===== src/rtl/instruction_fetch_if.sv =====
`default_nettype none
// ============================================================================
// Module   : instruction_fetch_if
// Brief    : Instruction-memory request/response bus (req/gnt/rvalid) between
//            the fetch stage (master) and instruction memory (slave).
// Revision : 1.0 - initial release
// ============================================================================
interface instruction_fetch_if;
  logic        imem_req;
  logic [31:0] imem_addr;
  logic        imem_gnt;
  logic        imem_rvalid;
  logic [31:0] imem_rdata;

  modport master (
    output imem_req,
    output imem_addr,
    input  imem_gnt,
    input  imem_rvalid,
    input  imem_rdata
  );

  modport slave (
    input  imem_req,
    input  imem_addr,
    output imem_gnt,
    output imem_rvalid,
    output imem_rdata
  );
endinterface
`default_nettype wire


===== src/rtl/instruction_fetch.sv =====
`default_nettype none
// ============================================================================
// Module   : instruction_fetch
// Brief    : IF stage. Owns the PC, issues in-order word fetches, buffers
//            returned words in a small FIFO and feeds decode. EX redirects
//            flush the buffer and discard responses still in flight.
//            Optional macro FETCH_PERF_EN adds perf_fetched,
//            perf_stall_cycles and perf_discarded counter outputs.
// Revision : 1.0 - initial release
// ============================================================================
module instruction_fetch #(
  parameter logic [31:0] RESET_PC  = 32'h0000_0000,
  parameter int          BUF_DEPTH = 4
) (
  input  wire                 clk,
  input  wire                 rst_n,
  input  wire                 stall,
  input  wire                 redirect_valid,
  input  wire [31:0]          redirect_pc,
  instruction_fetch_if.master imem,
  output logic [31:0]         out_instr,
  output logic [31:0]         out_pc,
  output logic                out_noop
`ifdef FETCH_PERF_EN
  ,
  output logic [31:0]         perf_fetched,
  output logic [31:0]         perf_stall_cycles,
  output logic [31:0]         perf_discarded
`endif
);

  localparam int          C_PTR_W = (BUF_DEPTH > 1) ? $clog2(BUF_DEPTH) : 1;
  localparam int          C_CNT_W = C_PTR_W + 1;
  localparam int          C_SUM_W = C_CNT_W + 1;
  localparam logic [31:0] C_NOP   = 32'h0000_0013;

  logic [31:0]        fetch_pc_q, fetch_pc_d;
  logic [31:0]        deliver_pc_q, deliver_pc_d;
  logic [31:0]        fifo_q [BUF_DEPTH];
  logic [31:0]        fifo_d [BUF_DEPTH];
  logic [C_PTR_W-1:0] wr_ptr_q, wr_ptr_d;
  logic [C_PTR_W-1:0] rd_ptr_q, rd_ptr_d;
  logic [C_CNT_W-1:0] count_q, count_d;
  logic [C_CNT_W-1:0] inflight_q, inflight_d;
  logic [C_CNT_W-1:0] discard_q, discard_d;
  logic [31:0]        out_instr_q, out_instr_d;
  logic [31:0]        out_pc_q, out_pc_d;
  logic               out_noop_q, out_noop_d;

  logic [C_SUM_W-1:0] w_level;
  logic               w_req;
  logic               w_grant;
  logic               w_drop;
  logic               w_push;
  logic               w_pop;
  logic [31:0]        w_pop_data;
  logic [31:0]        w_target;

  // Credit check, request qualification and response classification.
  always_comb begin
    w_level    = C_SUM_W'(inflight_q) + C_SUM_W'(count_q);
    // Reset gating keeps the bus quiet while rst_n is held low.
    w_req      = rst_n && (w_level < C_SUM_W'(BUF_DEPTH)) &&
                 !redirect_valid && (discard_q == '0);
    w_grant    = w_req && imem.imem_gnt;
    // Responses in a redirect cycle or owed to an older redirect are wrong-path.
    w_drop     = imem.imem_rvalid && (redirect_valid || (discard_q != '0));
    w_push     = imem.imem_rvalid && !w_drop;
    w_pop      = !redirect_valid && !stall && ((count_q != '0) || w_push);
    // An empty FIFO forwards the arriving word straight to the output register.
    w_pop_data = (count_q != '0) ? fifo_q[rd_ptr_q] : imem.imem_rdata;
    w_target   = redirect_pc & ~32'h0000_0003;
  end

  assign imem.imem_req  = w_req;
  assign imem.imem_addr = fetch_pc_q;

  // Next-state for PCs, FIFO, credit counters and the decode-facing registers.
  always_comb begin
    fetch_pc_d   = fetch_pc_q;
    deliver_pc_d = deliver_pc_q;
    fifo_d       = fifo_q;
    wr_ptr_d     = wr_ptr_q;
    rd_ptr_d     = rd_ptr_q;
    discard_d    = discard_q;
    out_instr_d  = out_instr_q;
    out_pc_d     = out_pc_q;
    out_noop_d   = out_noop_q;

    inflight_d = inflight_q + C_CNT_W'(w_grant) - C_CNT_W'(imem.imem_rvalid);
    count_d    = count_q + C_CNT_W'(w_push) - C_CNT_W'(w_pop);

    if (w_grant) begin
      fetch_pc_d = fetch_pc_q + 32'd4;
    end

    if (imem.imem_rvalid && !redirect_valid && (discard_q != '0)) begin
      discard_d = discard_q - C_CNT_W'(1);
    end

    if (w_push) begin
      fifo_d[wr_ptr_q] = imem.imem_rdata;
      wr_ptr_d         = wr_ptr_q + C_PTR_W'(1);
    end

    if (w_pop) begin
      rd_ptr_d     = rd_ptr_q + C_PTR_W'(1);
      out_instr_d  = w_pop_data;
      out_pc_d     = deliver_pc_q;
      out_noop_d   = 1'b0;
      deliver_pc_d = deliver_pc_q + 32'd4;
    end else if (!stall) begin
      out_noop_d = 1'b1;
    end

    // Redirect overrides everything above; every fetch still outstanding is owed a drop.
    if (redirect_valid) begin
      fetch_pc_d   = w_target;
      deliver_pc_d = w_target;
      wr_ptr_d     = '0;
      rd_ptr_d     = '0;
      count_d      = '0;
      out_noop_d   = 1'b1;
      discard_d    = inflight_d;
    end
  end

  // State registers with asynchronous clear.
  always_ff @(posedge clk or negedge rst_n) begin
    if (!rst_n) begin
      fetch_pc_q   <= RESET_PC;
      deliver_pc_q <= RESET_PC;
      fifo_q       <= '{default: '0};
      wr_ptr_q     <= '0;
      rd_ptr_q     <= '0;
      count_q      <= '0;
      inflight_q   <= '0;
      discard_q    <= '0;
      out_instr_q  <= C_NOP;
      out_pc_q     <= RESET_PC;
      out_noop_q   <= 1'b1;
    end else begin
      fetch_pc_q   <= fetch_pc_d;
      deliver_pc_q <= deliver_pc_d;
      fifo_q       <= fifo_d;
      wr_ptr_q     <= wr_ptr_d;
      rd_ptr_q     <= rd_ptr_d;
      count_q      <= count_d;
      inflight_q   <= inflight_d;
      discard_q    <= discard_d;
      out_instr_q  <= out_instr_d;
      out_pc_q     <= out_pc_d;
      out_noop_q   <= out_noop_d;
    end
  end

  assign out_instr = out_instr_q;
  assign out_pc    = out_pc_q;
  assign out_noop  = out_noop_q;

`ifdef FETCH_PERF_EN
  logic [31:0] perf_fetched_q, perf_fetched_d;
  logic [31:0] perf_stall_q, perf_stall_d;
  logic [31:0] perf_discarded_q, perf_discarded_d;

  // Event counters; they wrap naturally on overflow.
  always_comb begin
    perf_fetched_d   = perf_fetched_q + 32'(w_pop);
    perf_stall_d     = perf_stall_q + 32'(stall);
    perf_discarded_d = perf_discarded_q + 32'(w_drop);
  end

  // Counter registers with asynchronous clear.
  always_ff @(posedge clk or negedge rst_n) begin
    if (!rst_n) begin
      perf_fetched_q   <= '0;
      perf_stall_q     <= '0;
      perf_discarded_q <= '0;
    end else begin
      perf_fetched_q   <= perf_fetched_d;
      perf_stall_q     <= perf_stall_d;
      perf_discarded_q <= perf_discarded_d;
    end
  end

  assign perf_fetched      = perf_fetched_q;
  assign perf_stall_cycles = perf_stall_q;
  assign perf_discarded    = perf_discarded_q;
`endif

  // Protocol invariants.
  a_no_push_full : assert property (@(posedge clk) disable iff (!rst_n)
    !(w_push && (count_q == C_CNT_W'(BUF_DEPTH))));
  a_no_stray_rvalid : assert property (@(posedge clk) disable iff (!rst_n)
    !(imem.imem_rvalid && (inflight_q == '0)));
  a_addr_aligned : assert property (@(posedge clk) disable iff (!rst_n)
    (imem.imem_addr[1:0] == 2'b00));

endmodule
`default_nettype wire

===== src/flat_wrapper.sv =====
// flat-port wrapper written by rule: the top's interface ports become plain ports
module instruction_fetch_flat 
#(
  parameter logic [31:0] RESET_PC  = 32'h0000_0000,
  parameter int          BUF_DEPTH = 4
)
  (clk, rst_n, stall, redirect_valid, redirect_pc, out_instr, out_pc, out_noop, imem_imem_req, imem_imem_addr, imem_imem_gnt, imem_imem_rvalid, imem_imem_rdata);
  instruction_fetch_if imem_i ();
  input  wire clk;
  input  wire rst_n;
  input  wire stall;
  input  wire redirect_valid;
  input  wire [31:0] redirect_pc;
  output logic [31:0] out_instr;
  output logic [31:0] out_pc;
  output logic out_noop;
  output wire logic [$bits(imem_i.imem_req)-1:0] imem_imem_req;
  output wire logic [$bits(imem_i.imem_addr)-1:0] imem_imem_addr;
  input wire logic [$bits(imem_i.imem_gnt)-1:0] imem_imem_gnt;
  input wire logic [$bits(imem_i.imem_rvalid)-1:0] imem_imem_rvalid;
  input wire logic [$bits(imem_i.imem_rdata)-1:0] imem_imem_rdata;
  assign imem_imem_req = imem_i.imem_req;
  assign imem_imem_addr = imem_i.imem_addr;
  assign imem_i.imem_gnt = imem_imem_gnt;
  assign imem_i.imem_rvalid = imem_imem_rvalid;
  assign imem_i.imem_rdata = imem_imem_rdata;
  instruction_fetch #(.RESET_PC(RESET_PC), .BUF_DEPTH(BUF_DEPTH)) u_core (.clk(clk), .rst_n(rst_n), .stall(stall), .redirect_valid(redirect_valid), .redirect_pc(redirect_pc), .imem(imem_i), .out_instr(out_instr), .out_pc(out_pc), .out_noop(out_noop));
endmodule

===== config.mk =====
export PLATFORM = sky130hd
export DESIGN_NAME = instruction_fetch_flat
export DESIGN_NICKNAME = d
export VERILOG_FILES = /design/src/rtl/instruction_fetch_if.sv /design/src/rtl/instruction_fetch.sv /design/src/flat_wrapper.sv
export SDC_FILE = /design/constraint.sdc
export NUM_CORES = 1
export LEC_CHECK = 0
export CAP_MARGIN = 30
export CORE_MARGIN = 2
export CORE_UTILIZATION = 50
export CTS_CLUSTER_DIAMETER = 120
export CTS_CLUSTER_SIZE = 28
export DETAILED_ROUTE_END_ITERATION = 12
export MAX_ROUTING_LAYER = met4
export PLACE_DENSITY = 0.83
export RECOVER_POWER = 100
export SYNTH_ARGS = -nofsm -noshare
export SYNTH_HDL_FRONTEND = slang
export SYNTH_SLANG_ARGS = --single-unit

===== constraint.sdc =====
create_clock -name clk -period 2.86 [get_ports clk]
set_input_delay 0.572 -clock clk [delete_from_list [all_inputs] [get_ports clk]]
set_output_delay 0.572 -clock clk [all_outputs]
set_load 0.05 [all_outputs]

==> run_results.csv, run 1 <==
group,metric,value,unit
run_status,status,"finished with violations",
run_status,violations,"slew limit",
clocking,cts_setup_buffers,0,
critical_path,critPathBufInv,1,
logic_synthesis,netlist_top_cells_area,"dfrtp_1 53%, mux2_2 15%, mux4_2 5.8%",
place,gp_congestion,0.809,
global_routing,grt_pass1_wl,45.4,mm
logic_synthesis,ys_seq_area_frac,0.534,
global_routing,grt_overflow,0,
logic_synthesis,synth-simple-area-share,0.118,
route,vias,8461,
logic_synthesis,yosysMostFrequentCell,"dfrtp_1",
critical_path,crit_slowest_cell,"dfrtp_1",
die,die_w,161,microns
logic_synthesis,ys_warn_count,0,
critical_path,cp_max_fo,5,
route,route.detailed.drc,0,
pwr,p_int,7.82,mW
sta,fin_skew,0.0233,ns
sta,final_max_slew_viol_count,142,
global_routing,grt_antenna_before_repair,0,
final_layout,drive_gt1_frac,0.223,
logic_synthesis,ys_ff_latch,264,
route,avgRoutedWirePerCell,18.9,microns
clocking,cts.path.max_buffers,3,
pwr,p_clk_frac,0.156,
sta,finalCriticalPeriod,2.61,ns
flow_run,maxCapViolCount,0,
global_routing,grt_start_max_net_pins,170,
worst_hold_path,hold_path.class,"input pin to asynchronous set/reset pin",
logic_synthesis,ys_types,62,
die,io-pin-count,168,
sta,hold_violations,0,
pwr,powerDensity,902,nW/um^2
final_layout,antenna_cells,0,
pwr,p_leak,6.35,nW
route,drtIter0Drc,581,
logic_synthesis,synthCells,997,
critical_path,end_kind,"output port",
pwr,peakVddDrop,0.000512,V
sta,fin_setup_tns,0,ns
logic_synthesis,syn_avg_cell_area,12.4,sq um
clocking,cts_tree,"done",
global_routing,grt_usage,0.223,
logic_synthesis,yosys.area_share.adder,0.0174,
sta,slew_headroom,-0.0395,
critical_path,crit_type,"flip-flop to output port",
logic_synthesis,synth_enable_flop_cells,0,
logic_synthesis,synth_compound_area_frac,0.0567,
critical_path,cp.arrival,2.03,ns
logic_synthesis,synth_top_family_by_area,"multiplexers",
pwr,p_seq_frac,0.404,
sta,setup_violations,0,
clocking,cts_hold_buf,0,
die,die_h,161,microns
place,dpl.hpwl,18.6,mm
sta,period_share,0.911,
final_layout,layout.nets,1226,
logic_synthesis,netlist_area,12400,sq um
die,design.core.area,24300,sq um
route,first_pass_iters,4,
final_layout,regArea,6610,sq um
die,dieArea,26000,sq um
clocking,path_clk_slew,0.11,ns
pwr,p_switching,5.34,mW
route,vias_per_cell,5.76,
final_layout,syn_to_final_growth,17.9,%
pwr,p_sw_frac,0.406,
sta,rsz0062_at_grt,"false",
logic_synthesis,yosys_most_used_dff,"dfrtp_1",
route,drt-total-wl,27.8,mm
sta,worstMarginPinSlew,1.56,ns
sta,fmax,384,MHz
logic_synthesis,synthXorXnorAreaFrac,0.0304,
critical_path,worstPathRequired,2.29,ns
die,start_util,0.509,
clocking,cts-root-buf,"clkbuf_16",
logic_synthesis,muxShareOfSynthArea,0.214,
critical_path,cp_top_family,"simple AND/OR/NAND/NOR gates",
clocking,cts_resized,0,
logic_synthesis,async_flop_share,1.00,
final_layout,num-fill-cells,1908,
clocking,clk_latency,0.49,ns
die,rows,57,
global_routing,grt_pass1_vias,8555,
place,place_ws,0.0819,ns
logic_synthesis,yosys.area.top_type,"dfrtp_1",
logic_synthesis,synth_top_area_frac,0.525,
clocking,htreeDepth,1,
place,io_buffers,161,
critical_path,critPathLaunchType,"flip-flop",
route,drtAntennaViolNets,0,
critical_path,cp_cell_sequence,"ha_1, nor4b_2, and3_1, clkbuf_2",
sta,fin_ws,0.253,ns
clocking,cts-buffers-inserted,13,
logic_synthesis,synth_common_cells,"260 x dfrtp_1, 168 x mux2_2, 123 x nand2_1, 54 x nor2_1, 37 x a31oi_1",
critical_path,crit_path_max_incr_delay,0.48,ns
final_layout,multi_input_area,5350,sq um
pwr,combPwrFrac,0.440,
clocking,cts.sinks,264,
critical_path,reg2reg_slack,0.31,ns
## worst paths after layout
check	start	end	depth (start not counted)
worst max-delay path	u_core.count_q[1]$_DFF_PN0_	imem_imem_req	4
worst min-delay path	rst_n	u_core.fifo_q[56]$_DFFE_PN0P_	2
worst max register to register	u_core.discard_q[0]$_DFFE_PN0P_	u_core.fifo_q[71]$_DFFE_PN0P_	7
worst min register to register	u_core.out_pc[29]$_DFFE_PN0P_	u_core.out_pc[29]$_DFFE_PN0P_	1
max in group asynchronous	rst_n	u_core.deliver_pc_q[5]$_DFFE_PN0N_	3
min in group clk	redirect_valid	u_core.count_q[0]$_DFF_PN0_	2
## flip-flops by register name (all words and copies together) (netlist names)
| register | flops |
|---|---|
| u_core.count_q | 3 |
| u_core.fifo_q | 128 |
| u_core.inflight_q | 3 |
| u_core.out_noop | 1 |
| u_core.out_instr | 32 |
| u_core.discard_q | 3 |
| u_core.deliver_pc_q | 30 |
| u_core.out_pc | 30 |
| u_core.imem.imem_addr | 30 |
| u_core.rd_ptr_q | 2 |
| u_core.wr_ptr_q | 2 |
## placed cells by master, fill, tap and decap left out, types with 11 or more instances in the layout
cell,instances
a31oi_1,37
nand2_1,123
mux4_2,32
o21ai_0,31
ha_1,14
nor2_1,54
xor2_1,13
nand3_1,29
mux2_2,168
nand4_1,15
o211ai_1,11
clkdlybuf4s50_1,65
inv_1,17
nor4_1,11
xnor2_1,30
dlygate4sd3_1,93
dfrtp_1,259
clkbuf_16,13
## layout make-up
type | instances | share of cell area
sequential | 264 | 0.453
tap | 324 | 0.0278
inverter | 18 | 0.00463
timing repair buffer | 183 | 0.122
clock inverter | 2 | 0.00171
multi-input combinational | 660 | 0.367
clock buffer | 19 | 0.0238
## power groups by stage
stage	Combinational (mW)	Sequential (mW)	Clock (mW)
3_3_place_gp	5.90	5.34	0
4_1_cts	6.07	5.34	2.11
5_1_grt	6.20	5.44	2.25
3_5_place_dp	6.05	5.41	0
2_1_floorplan	2.54	6.94	0
6_report	5.79	5.31	2.05
## logic make-up (layout without fill, tap and decap cells)
group,count (synthesis),count (layout)
mux,203,203
simple gates,284,284
xor+xnor,43,43
flops,264,264
buf+inv,76,222
fa+ha+maj,16,16
other cells,1,4
compound gates,110,110
## metrics by stage
stage	cell area, sq um	instances	power, mW	util	hold slack [ns]
floorplan	12400	1000	9.48	-	0.276
global placement	14400	1449	11.2	0.592	0.471
detailed placement	14400	1449	11.5	0.592	0.483
CTS	14800	1470	13.5	0.607	0.153
global route	14600	1470	13.9	0.600	0.298
finish	14600	1470	13.2	0.600	0.234
## metal layers
metal / global-route usage / vias up / share of wire
li1: - / 3879 / -
met1: 0.308 / 4312 / 0.44
met2: 0.363 / 244 / 0.50
met3: 0.0262 / 26 / 0.054
met4: 0.0410 / 0 / 0.012
met5: - / - / 0
No activity file was read; power rests on OpenSTA's default activity.
==> run 2, diff against run 1 <==
- HOLD_SLACK_MARGIN: unset -> 0.06
==> results of run 2 <==
No change in the layout: final DEF, timing and power equal those of run 1.
